### config.mk
export PLATFORM = sky130hd
export DESIGN_NAME = user_edit_ctrl
export DESIGN_NICKNAME = d
export VERILOG_FILES = /design/src/rtl/user_edit_ctrl_pkg.sv /design/src/rtl/user_edit_ctrl_field_wrap_alu.sv /design/src/rtl/user_edit_ctrl.sv
export SDC_FILE = /design/constraint.sdc
export NUM_CORES = 1
export LEC_CHECK = 0
export CAP_MARGIN = 20
export CORE_AREA = 2 2 196 198
export CTS_BUF_LIST = sky130_fd_sc_hd__clkbuf_2
export CTS_CLUSTER_SIZE = 14
export DETAILED_ROUTE_END_ITERATION = 6
export DIE_AREA = 0 0 198 200
export DONT_BUFFER_PORTS = 1
export GPL_TIMING_DRIVEN = 0
export PLACE_DENSITY = 0.51
export SETUP_SLACK_MARGIN = 0.05
export SYNTH_ARGS = -nofsm -noshare
export SYNTH_HDL_FRONTEND = slang
export SYNTH_SLANG_ARGS = --single-unit
### constraint.sdc
create_clock -name CLK -period 5.9 [get_ports CLK]
set_input_delay 1.475 -clock CLK [delete_from_list [all_inputs] [get_ports CLK]]
set_output_delay 1.475 -clock CLK [all_outputs]
set_load 0.01 [all_outputs]
### src/rtl/user_edit_ctrl_pkg.sv
// Shared definitions for the user edit controller: field table, mode encoding,
// commit FSM states and group index ranges.
package user_edit_pkg;

    localparam int unsigned NUM_FIELDS_TAB = 12;

    typedef enum logic [1:0] {
        MODE_OFF   = 2'b00,
        MODE_CLOCK = 2'b01,
        MODE_ALARM = 2'b10,
        MODE_TIMER = 2'b11
    } mode_e;

    typedef enum logic [2:0] {
        ST_IDLE,
        ST_SCAN,
        ST_RD,
        ST_CALC,
        ST_WR,
        ST_NEXT,
        ST_DONE
    } state_e;

    localparam int unsigned CLOCK_FIRST = 0;
    localparam int unsigned CLOCK_LAST  = 5;
    localparam int unsigned ALARM_FIRST = 6;
    localparam int unsigned ALARM_LAST  = 8;
    localparam int unsigned TIMER_FIRST = 9;
    localparam int unsigned TIMER_LAST  = 11;

    typedef struct packed {
        logic [7:0] addr;
        logic [7:0] lo;
        logic [7:0] hi;
        mode_e      grp;
    } field_t;

    // Limits are binary; the bus encoding is handled in the arithmetic unit.
    localparam field_t FIELD_TAB [NUM_FIELDS_TAB] = '{
        '{8'h21, 8'd0, 8'd59, MODE_CLOCK},   // sec
        '{8'h22, 8'd0, 8'd59, MODE_CLOCK},   // min
        '{8'h23, 8'd0, 8'd23, MODE_CLOCK},   // hour
        '{8'h24, 8'd1, 8'd31, MODE_CLOCK},   // day
        '{8'h25, 8'd1, 8'd12, MODE_CLOCK},   // month
        '{8'h26, 8'd0, 8'd99, MODE_CLOCK},   // year
        '{8'h30, 8'd0, 8'd59, MODE_ALARM},   // alarm sec
        '{8'h31, 8'd0, 8'd59, MODE_ALARM},   // alarm min
        '{8'h32, 8'd0, 8'd23, MODE_ALARM},   // alarm hour
        '{8'h40, 8'd0, 8'd59, MODE_TIMER},   // timer sec
        '{8'h41, 8'd0, 8'd59, MODE_TIMER},   // timer min
        '{8'h42, 8'd0, 8'd99, MODE_TIMER}    // timer hour
    };

    function automatic int unsigned grp_first(input mode_e m);
        case (m)
            MODE_CLOCK: return CLOCK_FIRST;
            MODE_ALARM: return ALARM_FIRST;
            MODE_TIMER: return TIMER_FIRST;
            default:    return 0;
        endcase
    endfunction

    function automatic int unsigned grp_last(input mode_e m);
        case (m)
            MODE_CLOCK: return CLOCK_LAST;
            MODE_ALARM: return ALARM_LAST;
            MODE_TIMER: return TIMER_LAST;
            default:    return 0;
        endcase
    endfunction

endpackage

### src/rtl/user_edit_ctrl_field_wrap_alu.sv
// Iterative modular field arithmetic: clamp the read value, add the delta, fold
// back into [lo,hi] one span per cycle. USER_EDIT_BCD_EN selects BCD bus data.
module field_wrap_alu #(
    parameter int unsigned DATA_W  = 8,
    parameter int unsigned DELTA_W = 8
) (
    input  logic                      clk,
    input  logic                      reset,
    input  logic                      start,
    input  logic [DATA_W-1:0]         rdata,
    input  logic signed [DELTA_W-1:0] delta,
    input  logic [DATA_W-1:0]         lo,
    input  logic [DATA_W-1:0]         hi,
    output logic                      done,
    output logic [DATA_W-1:0]         result
);

    localparam int unsigned VW = ((DATA_W > DELTA_W) ? DATA_W : DELTA_W) + 2;
    localparam logic signed [VW-1:0] V_ONE = {{(VW-1){1'b0}}, 1'b1};

`ifdef USER_EDIT_BCD_EN
    function automatic logic [DATA_W:0] bcd2bin(input logic [DATA_W-1:0] b);
        logic [DATA_W-1:0] acc;
        logic [3:0]        nib;
        logic              bad;
        acc = '0;
        bad = 1'b0;
        for (int unsigned i = DATA_W / 4; i > 0; i--) begin
            nib = b[4*(i-1) +: 4];
            if (nib > 4'd9) bad = 1'b1;
            acc = acc * DATA_W'(10) + DATA_W'(nib);
        end
        return {bad, acc};
    endfunction

    function automatic logic [DATA_W-1:0] bin2bcd(input logic [DATA_W-1:0] b);
        logic [DATA_W-1:0] tmp;
        logic [DATA_W-1:0] dig;
        logic [DATA_W-1:0] res;
        tmp = b;
        res = '0;
        for (int unsigned i = 0; i < DATA_W / 4; i++) begin
            dig            = tmp % DATA_W'(10);
            res[4*i +: 4]  = dig[3:0];
            tmp            = tmp / DATA_W'(10);
        end
        return res;
    endfunction
`endif

    logic signed [VW-1:0] v_q, v_d;
    logic                 act_q, act_d;
    logic [DATA_W-1:0]    base_bin;
    logic [DATA_W-1:0]    base_v;
    logic                 base_bad;
    logic signed [VW-1:0] lo_s, hi_s, span_s, base_s, delta_s;
    logic                 in_range;

    always_comb begin
`ifdef USER_EDIT_BCD_EN
        {base_bad, base_bin} = bcd2bin(rdata);
`else
        base_bad = 1'b0;
        base_bin = rdata;
`endif
        base_v   = (base_bad || base_bin < lo || base_bin > hi) ? lo : base_bin;
        lo_s     = VW'(lo);
        hi_s     = VW'(hi);
        span_s   = hi_s - lo_s + V_ONE;
        base_s   = VW'(base_v);
        delta_s  = VW'(delta);
        in_range = (v_q >= lo_s) && (v_q <= hi_s);
        done     = act_q && in_range;
`ifdef USER_EDIT_BCD_EN
        result   = bin2bcd(v_q[DATA_W-1:0]);
`else
        result   = v_q[DATA_W-1:0];
`endif

        v_d   = v_q;
        act_d = act_q;
        if (start) begin
            v_d   = base_s + delta_s;
            act_d = 1'b1;
        end else if (act_q) begin
            if (v_q > hi_s)      v_d = v_q - span_s;
            else if (v_q < lo_s) v_d = v_q + span_s;
            else                 act_d = 1'b0;
        end
    end

    always_ff @(posedge clk) begin
        if (!reset) begin
            v_q   <= '0;
            act_q <= 1'b0;
        end else begin
            v_q   <= v_d;
            act_q <= act_d;
        end
    end

endmodule

### src/rtl/user_edit_ctrl.sv
// User edit controller: per-field delta accumulation with cursor, and a commit
// FSM that read-modify-writes each edited field over the RTC bus (USER_EDIT_BCD_EN).
module user_edit_ctrl
    import user_edit_pkg::*;
#(
    parameter int unsigned NUM_FIELDS = 12,
    parameter int unsigned DATA_W     = 8,
    parameter int unsigned ADDR_W     = 8,
    parameter int unsigned DELTA_W    = 8
) (
    input  logic                          CLK,
    input  logic                          reset,
    input  logic                          btn_up,
    input  logic                          btn_down,
    input  logic                          btn_left,
    input  logic                          btn_right,
    input  logic [1:0]                    mode,
    input  logic                          commit_req,
    output logic [ADDR_W-1:0]             bus_addr,
    output logic                          bus_rd_req,
    output logic                          bus_wr_req,
    output logic [DATA_W-1:0]             bus_wdata,
    input  logic [DATA_W-1:0]             bus_rdata,
    input  logic                          bus_ack,
    output logic [$clog2(NUM_FIELDS)-1:0] cursor,
    output logic                          busy,
    output logic                          commit_done,
    output logic                          pending_any
);

    localparam int unsigned CUR_W = $clog2(NUM_FIELDS);
    localparam logic [CUR_W-1:0]          CUR_ONE = {{(CUR_W-1){1'b0}}, 1'b1};
    localparam logic signed [DELTA_W-1:0] D_ONE   = {{(DELTA_W-1){1'b0}}, 1'b1};
    localparam logic signed [DELTA_W-1:0] D_MAX   = {1'b0, {(DELTA_W-1){1'b1}}};
    localparam logic signed [DELTA_W-1:0] D_MIN   = -D_MAX;

    mode_e                      mode_m;
    state_e                     state_q, state_d;
    logic [CUR_W-1:0]           cursor_q, cursor_d;
    logic [CUR_W-1:0]           idx_q, idx_d;
    logic [CUR_W-1:0]           last_q, last_d;
    logic signed [DELTA_W-1:0]  delta_q [NUM_FIELDS];
    logic signed [DELTA_W-1:0]  delta_d [NUM_FIELDS];
    logic [ADDR_W-1:0]          addr_q, addr_d;
    logic                       rd_q, rd_d, wr_q, wr_d;
    logic [DATA_W-1:0]          wdata_q, wdata_d;
    logic                       busy_q, busy_d;
    logic                       done_q, done_d;
    logic [CUR_W-1:0]           g_first, g_last;
    logic                       alu_start, alu_done;
    logic [DATA_W-1:0]          alu_result;

    assign mode_m  = mode_e'(mode);
    assign g_first = CUR_W'(grp_first(mode_m));
    assign g_last  = CUR_W'(grp_last(mode_m));

    assign alu_start = (state_q == ST_RD) && bus_ack;

    field_wrap_alu #(
        .DATA_W  (DATA_W),
        .DELTA_W (DELTA_W)
    ) u_alu (
        .clk    (CLK),
        .reset  (reset),
        .start  (alu_start),
        .rdata  (bus_rdata),
        .delta  (delta_q[idx_q]),
        .lo     (DATA_W'(FIELD_TAB[idx_q].lo)),
        .hi     (DATA_W'(FIELD_TAB[idx_q].hi)),
        .done   (alu_done),
        .result (alu_result)
    );

    always_comb begin
        cursor_d = cursor_q;
        delta_d  = delta_q;
        state_d  = state_q;
        idx_d    = idx_q;
        last_d   = last_q;
        addr_d   = addr_q;
        rd_d     = rd_q;
        wr_d     = wr_q;
        wdata_d  = wdata_q;
        busy_d   = busy_q;
        done_d   = 1'b0;

        // A cursor outside the selected group jumps first; buttons wait a cycle.
        if (mode_m != MODE_OFF) begin
            if (cursor_q < g_first || cursor_q > g_last) begin
                cursor_d = g_first;
            end else if (!busy_q) begin
                if (btn_left && !btn_right && cursor_q != g_first)
                    cursor_d = cursor_q - CUR_ONE;
                else if (btn_right && !btn_left && cursor_q != g_last)
                    cursor_d = cursor_q + CUR_ONE;
                if (btn_up && !btn_down && delta_q[cursor_q] != D_MAX)
                    delta_d[cursor_q] = delta_q[cursor_q] + D_ONE;
                else if (btn_down && !btn_up && delta_q[cursor_q] != D_MIN)
                    delta_d[cursor_q] = delta_q[cursor_q] - D_ONE;
            end
        end

        case (state_q)
            ST_IDLE: begin
                if (commit_req && mode_m != MODE_OFF) begin
                    state_d = ST_SCAN;
                    busy_d  = 1'b1;
                    idx_d   = g_first;
                    last_d  = g_last;
                end
            end
            ST_SCAN: begin
                if (!commit_req) begin
                    state_d = ST_IDLE;
                    busy_d  = 1'b0;
                end else if (delta_q[idx_q] != '0) begin
                    state_d = ST_RD;
                    addr_d  = ADDR_W'(FIELD_TAB[idx_q].addr);
                    rd_d    = 1'b1;
                end else if (idx_q == last_q) begin
                    state_d = ST_DONE;
                    done_d  = 1'b1;
                end else begin
                    idx_d = idx_q + CUR_ONE;
                end
            end
            ST_RD: begin
                if (bus_ack) begin
                    rd_d    = 1'b0;
                    state_d = ST_CALC;
                end
            end
            ST_CALC: begin
                if (alu_done) begin
                    wdata_d = alu_result;
                    wr_d    = 1'b1;
                    state_d = ST_WR;
                end
            end
            // Once a read is issued the write always follows, even on abort.
            ST_WR: begin
                if (bus_ack) begin
                    wr_d           = 1'b0;
                    delta_d[idx_q] = '0;
                    if (!commit_req) begin
                        state_d = ST_IDLE;
                        busy_d  = 1'b0;
                    end else begin
                        state_d = ST_NEXT;
                    end
                end
            end
            ST_NEXT: begin
                if (!commit_req) begin
                    state_d = ST_IDLE;
                    busy_d  = 1'b0;
                end else if (idx_q == last_q) begin
                    state_d = ST_DONE;
                    done_d  = 1'b1;
                end else begin
                    idx_d   = idx_q + CUR_ONE;
                    state_d = ST_SCAN;
                end
            end
            ST_DONE: begin
                state_d = ST_IDLE;
                busy_d  = 1'b0;
            end
            default: begin
                state_d = ST_IDLE;
                busy_d  = 1'b0;
                rd_d    = 1'b0;
                wr_d    = 1'b0;
            end
        endcase
    end

    always_ff @(posedge CLK) begin
        if (!reset) begin
            state_q  <= ST_IDLE;
            cursor_q <= '0;
            idx_q    <= '0;
            last_q   <= '0;
            addr_q   <= '0;
            rd_q     <= 1'b0;
            wr_q     <= 1'b0;
            wdata_q  <= '0;
            busy_q   <= 1'b0;
            done_q   <= 1'b0;
            for (int unsigned i = 0; i < NUM_FIELDS; i++) delta_q[i] <= '0;
        end else begin
            state_q  <= state_d;
            cursor_q <= cursor_d;
            idx_q    <= idx_d;
            last_q   <= last_d;
            addr_q   <= addr_d;
            rd_q     <= rd_d;
            wr_q     <= wr_d;
            wdata_q  <= wdata_d;
            busy_q   <= busy_d;
            done_q   <= done_d;
            delta_q  <= delta_d;
        end
    end

    always_comb begin
        pending_any = 1'b0;
        for (int unsigned i = 0; i < NUM_FIELDS; i++)
            if (delta_q[i] != '0) pending_any = 1'b1;
    end

    assign bus_addr    = addr_q;
    assign bus_rd_req  = rd_q;
    assign bus_wr_req  = wr_q;
    assign bus_wdata   = wdata_q;
    assign cursor      = cursor_q;
    assign busy        = busy_q;
    assign commit_done = done_q;

endmodule

==> results.txt <==
----------------------------------------------------
[Yosys]
  Mapped Cells ... 1,362
  Count of distinct cell types in the synthesized netlist ... 89
  Share of synthesized flip-flops with an asynchronous set or reset ... 0%
  Cell type with the highest aggregate area in the netlist ... sky130_fd_sc_hd__dfxtp_1
  Area contributors post-synth ... sky130_fd_sc_hd__dfxtp_1, sky130_fd_sc_hd__mux4_2, sky130_fd_sc_hd__nor2_1, sky130_fd_sc_hd__nand2_1, sky130_fd_sc_hd__ha_1
  Top cell type's share of synthesized area ... 25.3%
  EDFF count, synth ... 0
  Netlist area before placement ... 11,100 µm²
  Synth Flop Type ... sky130_fd_sc_hd__dfxtp_1
  Share of synthesized area occupied by flip-flops and latches ... 25.3%
  Synth Register Bits ... 140
  Avg Synthesized Cell Area ... 8.14 µm²
  Warnings from Yosys ... 0

[Final layout]
  Final Instance Count excl. Fillers ... around 1.9k
  Share of cells above drive strength 1 ... between 10% and 20%
  Number of fill cells in the layout ... 4,016
  Growth of design area from synthesis to finish ... 8.12%
  Net count reported at finish ... 1,454
  End-of-flow core utilization ... 32.1%
  Non-Filler Cell Area, Final ... 12,000 µm²

[Routing]
  Average vias per placed instance ... 5.84
  DRC marker count from the first detailed-route iteration ... 1,158
  Total number of vias ... 11.1k
  Post-route ant nets ... 0
  Drt wl/cell ... 23.5 µm
  Number of design rule violations left after detail routing ... 2
  Detailed-route wire length ... about 45,000 µm
  Detailed-router iteration count before antenna repair ... 7

[Die]
  Number of placement rows ... 71
  Die extent in x ... 198 µm
  Die outline area ... 39,600 µm²
  Height of the die ... 200 µm
  Core region area ... 37,400 µm²
  Initial core utilization ... around 30%
  Top Ports ... between 40 and 50

[Global routing]
  Total global routing overflow ... 0
  Via count of the first global-routing pass ... approximately 10k
  Global-route wire length before repair ... between 60,000 and 70,000 µm
  Met2 Resource Use GR ... 36.9%
  Global Route met1 Usage ... 30.2%
  Antenna violations before repair ... 1
  Pin count of the biggest net entering global routing ... 20
  Met3 Track Usage GR ... 3.75%
  GRT Max-Usage Layer ... met2
  Aggregate global-route resource usage ... 22.7%

[Worst setup path]
  Cell with the biggest individual delay on the critical path ... sky130_fd_sc_hd__dfxtp_1
  Kind of end point of the critical path ... register
  Critical path cell sequence ... buf_2, buf_6, nor2b_1, clkbuf_2, nand2_2, inv_1, ha_1, a21o_1, nand2_1, a311o_1, a31oi_4, clkbuf_4, mux2_2, ha_1, a21o_1, a21oi_1, o21ai_0, a2111oi_2, nor3_1, a31oi_1, o31a_1, o21ai_0, a31oi_1
  Category of the worst setup path launch point ... register
  Largest incremental delay on the critical path ... 0.44 ns
  Max FO, Critical Path ... 10
  Worst endpoint required time ... 6.64 ns
  Arrival time at the worst endpoint ... 6.20 ns
  Reg2Reg Setup Slack ... 0.44 ns
  Worst setup path class ... reg -> reg
  Count of buffering cells on the critical path with inverters included ... 5
  Crit-path leading delay family ... compound AO/OA/AOI/OAI gates

[Status]
  Failing checks ... design-rule violations
  Status ... finished with violations

[CTS]
  Setup Fix Bufs, Post-CTS ... 0
  Max Buffers Root-to-Sink ... 2
  Clock Sinks ... 140
  Clock tree from TritonCTS ... built
  Clock slew at the register clock pins of the worst setup and hold paths ... 0.24 ns
  Number of buffers created by CTS ... 17
  Clock Latency Late Sink ... 0.83 ns
  Resized Gates After CTS ... 3
  Number of buffers inserted for hold repair after clock tree synthesis ... 0
  Count of H-tree levels built during CTS ... 4
  Root buffer cell ... sky130_fd_sc_hd__clkbuf_2

[STA]
  Final hold violation count ... 0
  Worst rel slew slack ... between 20 and 30%
  Number of pins with negative max-slew slack in the final report ... 0
  Final setup violation count ... 0
  Fmax ... 183 MHz
  Part of the cycle the worst path needs ... 92.5%
  Fin worst setup slack ... 0.444 ns
  Post-layout min period ... ~5.5 ns
  Final worst clock skew ... about 0.08 ns
  Setup repair after global routing missed its margin ... false
  Worst Max-Slew Pin Slew ... 1.06 ns

[Pwr]
  Lkg Pwr ... 4.17 nW
  Pwr dens ... 401 nW/µm²
  Peak supply drop ... 0.174 mV

[Placed design]
  RePlAce Congestion ... between 0.9 and 1
  Post-Place Worst Slack ... -0.590 ns
  Estimated wirelength of the detail-placed design ... between 30,000 and 40,000 µm
  Port Buffers ... 0
  Placed Cells incl. Taps ... 1,875
  Placed inst area ... about 12,000 µm²

[Job]
  Max Cap Viol ... 0

[Worst hold path]
  Type of the worst min-delay path ... reg -> reg

----------------------------------------------------
[report_power, final]
| group | internal (mW) | switching, mW | leakage (nW) | total [mW] |
|---|---|---|---|---|
| registers | 1.07 | 0.209 | 1.13 | 1.28 |
| clock network | 0.163 | 0.431 | 0.134 | 0.593 |
| logic | 1.03 | 1.90 | 2.90 | 2.94 |
[worst reg2reg max path, delay by kind of cell, from the launching register on]
kind,cells,cell delay [ns]
AO/OA/AOI/OAI,11,2.41
buffers and inverters,5,1.13
adder cells (fa/ha/maj),2,0.59
AND/OR/NAND/NOR,4,0.49
flip-flops,1,0.44
multiplexers,1,0.39
[final timing paths]
check / startpoint / to / cells after the start
worst max register to register: idx_q[3] / u_alu.v_q[9] / 23
worst max-delay path: idx_q[3] / u_alu.v_q[9] / 23
worst min-delay path: last_q[0] / last_q[0] / 2
worst min register to register: last_q[0] / last_q[0] / 2
[final cells by class]
class,count,area (µm²),share of cell area (%)
Antenna cell,1,2.50,0.0209
Buffer,67,412,3.43
Tap cell,511,639,5.33
Clock inverter,14,133,1.11
Clock buffer,18,90.1,0.751
Sequential cell,140,2800,23.4
Inverter,36,135,1.13
Multi-Input combinational cell,1118,7770,64.8
[logic make-up (layout without fill, tap and decap cells)]
| family | count (synthesis) | after routing | synth area share (%) |
|---|---|---|---|
| AND/OR/NAND/NOR | 573 | 573 | 23.9 |
| AO/OA/AOI/OAI | 347 | 347 | 21.8 |
| flip-flops | 140 | 140 | 25.3 |
| buffers and inverters | 106 | 135 | 4.89 |
| multiplexers | 94 | 94 | 14.0 |
| adder cells (fa/ha/maj) | 56 | 56 | 6.52 |
| XOR/XNOR | 44 | 44 | 3.48 |
| other | 2 | 5 | 0.0677 |
[metal layers]
metal | part of all wire, % | vias to the layer above
met4 | 3.7 | 0
li1 | - | 5050
met5 | 0 | -
met3 | 8.3 | 94
met2 | 46 | 585
met1 | 42 | 5403
[flip-flops by register name, indices dropped and copies added (netlist names)]
register / flops
state_q: 3
bus_wr_req: 1
bus_addr: 6
commit_done: 1
bus_rd_req: 1
last_q: 4
bus_wdata: 8
u_alu.v_q: 10
delta_q: 96
cursor: 4
u_alu.act_q: 1
busy: 1
idx_q: 4
[cell usage in the layout, fill, tap and decap left out, types with 38 or more instances in the layout]
master / instances
sky130_fd_sc_hd__nand2_1: 181
sky130_fd_sc_hd__dfxtp_1: 139
sky130_fd_sc_hd__a21oi_1: 81
sky130_fd_sc_hd__nor4_1: 47
sky130_fd_sc_hd__o21ai_0: 76
sky130_fd_sc_hd__mux4_2: 47
sky130_fd_sc_hd__nor2_1: 184
sky130_fd_sc_hd__mux2i_1: 38
sky130_fd_sc_hd__nor3_1: 38
sky130_fd_sc_hd__a211oi_1: 40
sky130_fd_sc_hd__ha_1: 53
[through the flow]
step	TNS, ns	hold WS (ns)	power, mW
after floorplan	0	0.449	3.26
after CTS	0	0.490	4.75
after global placement	-1.73	0.461	4.13
after global routing	0	0.518	5.08
final	0	0.484	4.81
after detailed placement	-1.91	0.465	4.15
[synthesized netlist by cell type (18+ instances only)]
cell type and count:
sky130_fd_sc_hd__dfxtp_1 140, sky130_fd_sc_hd__nand2_1 182, sky130_fd_sc_hd__mux4_2 47, sky130_fd_sc_hd__a211oi_1 40, sky130_fd_sc_hd__buf_2 20, sky130_fd_sc_hd__a22oi_1 18
sky130_fd_sc_hd__nor4_1 47, sky130_fd_sc_hd__nand3_1 25, sky130_fd_sc_hd__nor2b_1 20, sky130_fd_sc_hd__nor3_1 38, sky130_fd_sc_hd__o21ai_0 77, sky130_fd_sc_hd__ha_1 53
sky130_fd_sc_hd__xnor2_1 36, sky130_fd_sc_hd__clkbuf_1 28, sky130_fd_sc_hd__a21oi_1 81, sky130_fd_sc_hd__mux2i_1 38, sky130_fd_sc_hd__nor2_1 184, sky130_fd_sc_hd__inv_1 35
No activity file was read; power rests on OpenSTA's default activity.
==> edit: new RTL, same flow settings <==
The option `USER_EDIT_BCD_EN` is turned on by a define.
--- a/src/rtl/user_edit_ctrl_field_wrap_alu.sv
+++ b/src/rtl/user_edit_ctrl_field_wrap_alu.sv
@@ -2,2 +2,4 @@
 // back into [lo,hi] one span per cycle. USER_EDIT_BCD_EN selects BCD bus data.
+`define USER_EDIT_BCD_EN
+
 module field_wrap_alu #(
Function: not settled (the Yosys comparison gave no result); the edit may change what the design does.
==> edit against the original RTL <==
  * Power grew 3.9%
  * Routed wire length rose by 1.0%
  * Critical endpoint is now u_alu.v_q[8]
  * Area after synthesis up 2.3%
  * Highest routed layer unchanged
  * Sequential cell count is the same
  * Largest power group unchanged
  * Cell area increased by 3.1%
  * Die area unchanged
  * Critical path type unchanged
  * Worst hold slack improved by 0.0092 ns
  * Setup slack better by 0.12 ns
==> edit: results (changes against the original RTL) <==
outcome: "complete, no violations"
hold_path_startpoint: "last_q[3]"
antenna_found_initial: 1  # unchanged
nets: 1484  # +2.1%
dr.pass1.iters: 5  # -2
critical-path-max-stage-delay_ns: 0.39  # -0.05 ns
powerDensity_nw_per_um2: 404  # +0.73%
pre_cts_ws_ns: -1.01  # -0.424 ns
htree_num_levels: 4  # unchanged
gr-usage-all-layers_pct: 22.9  # +0.16 points
fillerInstances: 3945  # -1.8%
total_power_uw: 4990  # +3.9%
ir_drop_v: 0.000152  # -12%
final_layout_size_suffix_gt1_share_pct: 11.3  # -0.78 points
vias_per_cell: 5.91  # +1.2%
cts-root-buf: "clkbuf_2"
grt_pass1_wl_um: 67600  # +1.2%
grt_max_degree: 17  # -15%
worst_r2r_startpoint: "idx_q[1]"
dp.cells: 1887  # +0.64%
finClkSkew_ns: 0.0536  # -0.0264 ns
drt_wl_total_um: 45200  # +1.0%
p_leak_uw: 0.00458  # +9.9%
vias: 11400  # +2.1%
synth_area_leaders: "dfxtp_1 (25%), ha_1 (7.1%), mux4_2 (6.2%)"
yosysUniqueCellTypes: 86  # -3.4%
arrival_ns: 6.04  # -0.16 ns
rrSetupSlack_ns: 0.56  # +0.12 ns
gp_congestion: 0.975  # -1.2%
yosys-top-cells-count: "nor2_1 (145), nand2_1 (142), dfxtp_1 (140)"
clk_latency_ns: 0.79  # -0.04 ns
dr.first_iter.drc_count: 1107  # -4.4%
fin_crit_sh_pct: 90.5  # -2.0 points
ys_seq_area_share_pct: 24.7  # -0.58 points
slew_headroom_pct: 23.7  # -4.9 points
place_hpwl_um: 34600  # about the same
==> edit: layer usage <==
| layer | vias up | track usage [%] | wire [µm] |
|---|---|---|---|
| li1 | 5167 | - | - |
| met1 | 5564 | 31.7 | 19800 |
| met2 | 562 | 35.8 | 20000 |
| met3 | 69 | 4.82 | 4210 |
| met4 | 0 | 6.91 | 1100 |
| met5 | - | 0 | 0 |
==> edit: where the power goes <==
group,internal (µW),total (µW),switching [µW]
clock,280,700,420
sequential,1070,1290,215
combinational,1070,3000,1940
==> edit: metrics by stage <==
stage	hold slack, ns	area, µm²
floorplan	0.448	11400
global placement	0.466	12000
detailed placement	0.466	12000
CTS	0.492	12300
global route	0.503	12400
finish	0.494	12400
==> edit: path summary, 6_finish.rpt <==
kind	to	cells past startpoint
max	u_alu.v_q[8]	28
min	last_q[3]	2
min reg2reg	last_q[3]	2
max reg2reg	u_alu.v_q[8]	28
==> edit: layout make-up <==
class / instances / area share, %
inverter: 48 / 1.50
sequential: 140 / 22.7
antenna: 1 / 0.0202
buffer: 73 / 3.09
clock inverter: 13 / 1.53
multi-input combinational: 1113 / 65.0
clock buffer: 18 / 0.729
timing repair buffer: 4 / 0.263
tap: 511 / 5.17
==> edit: cells by family after synthesis <==
group                      after synthesis  synth area share [%]
buffers and inverters                  122                  4.91
adders and majority gates               69                  7.94
AOI/OAI and AO/OA                      415                  24.1
other                                    2                0.0662
and+or+nand+nor                        491                  21.2
DFF                                    140                  24.7
muxes                                   89                  13.6
xor gates and xnor gates                45                  3.47
==> edit: repair_timing <==
action                     CTS  global route
setup buffers                1             2
pin swaps                    0             1
setup endpoints to repair    8             6
resized for setup           11            11
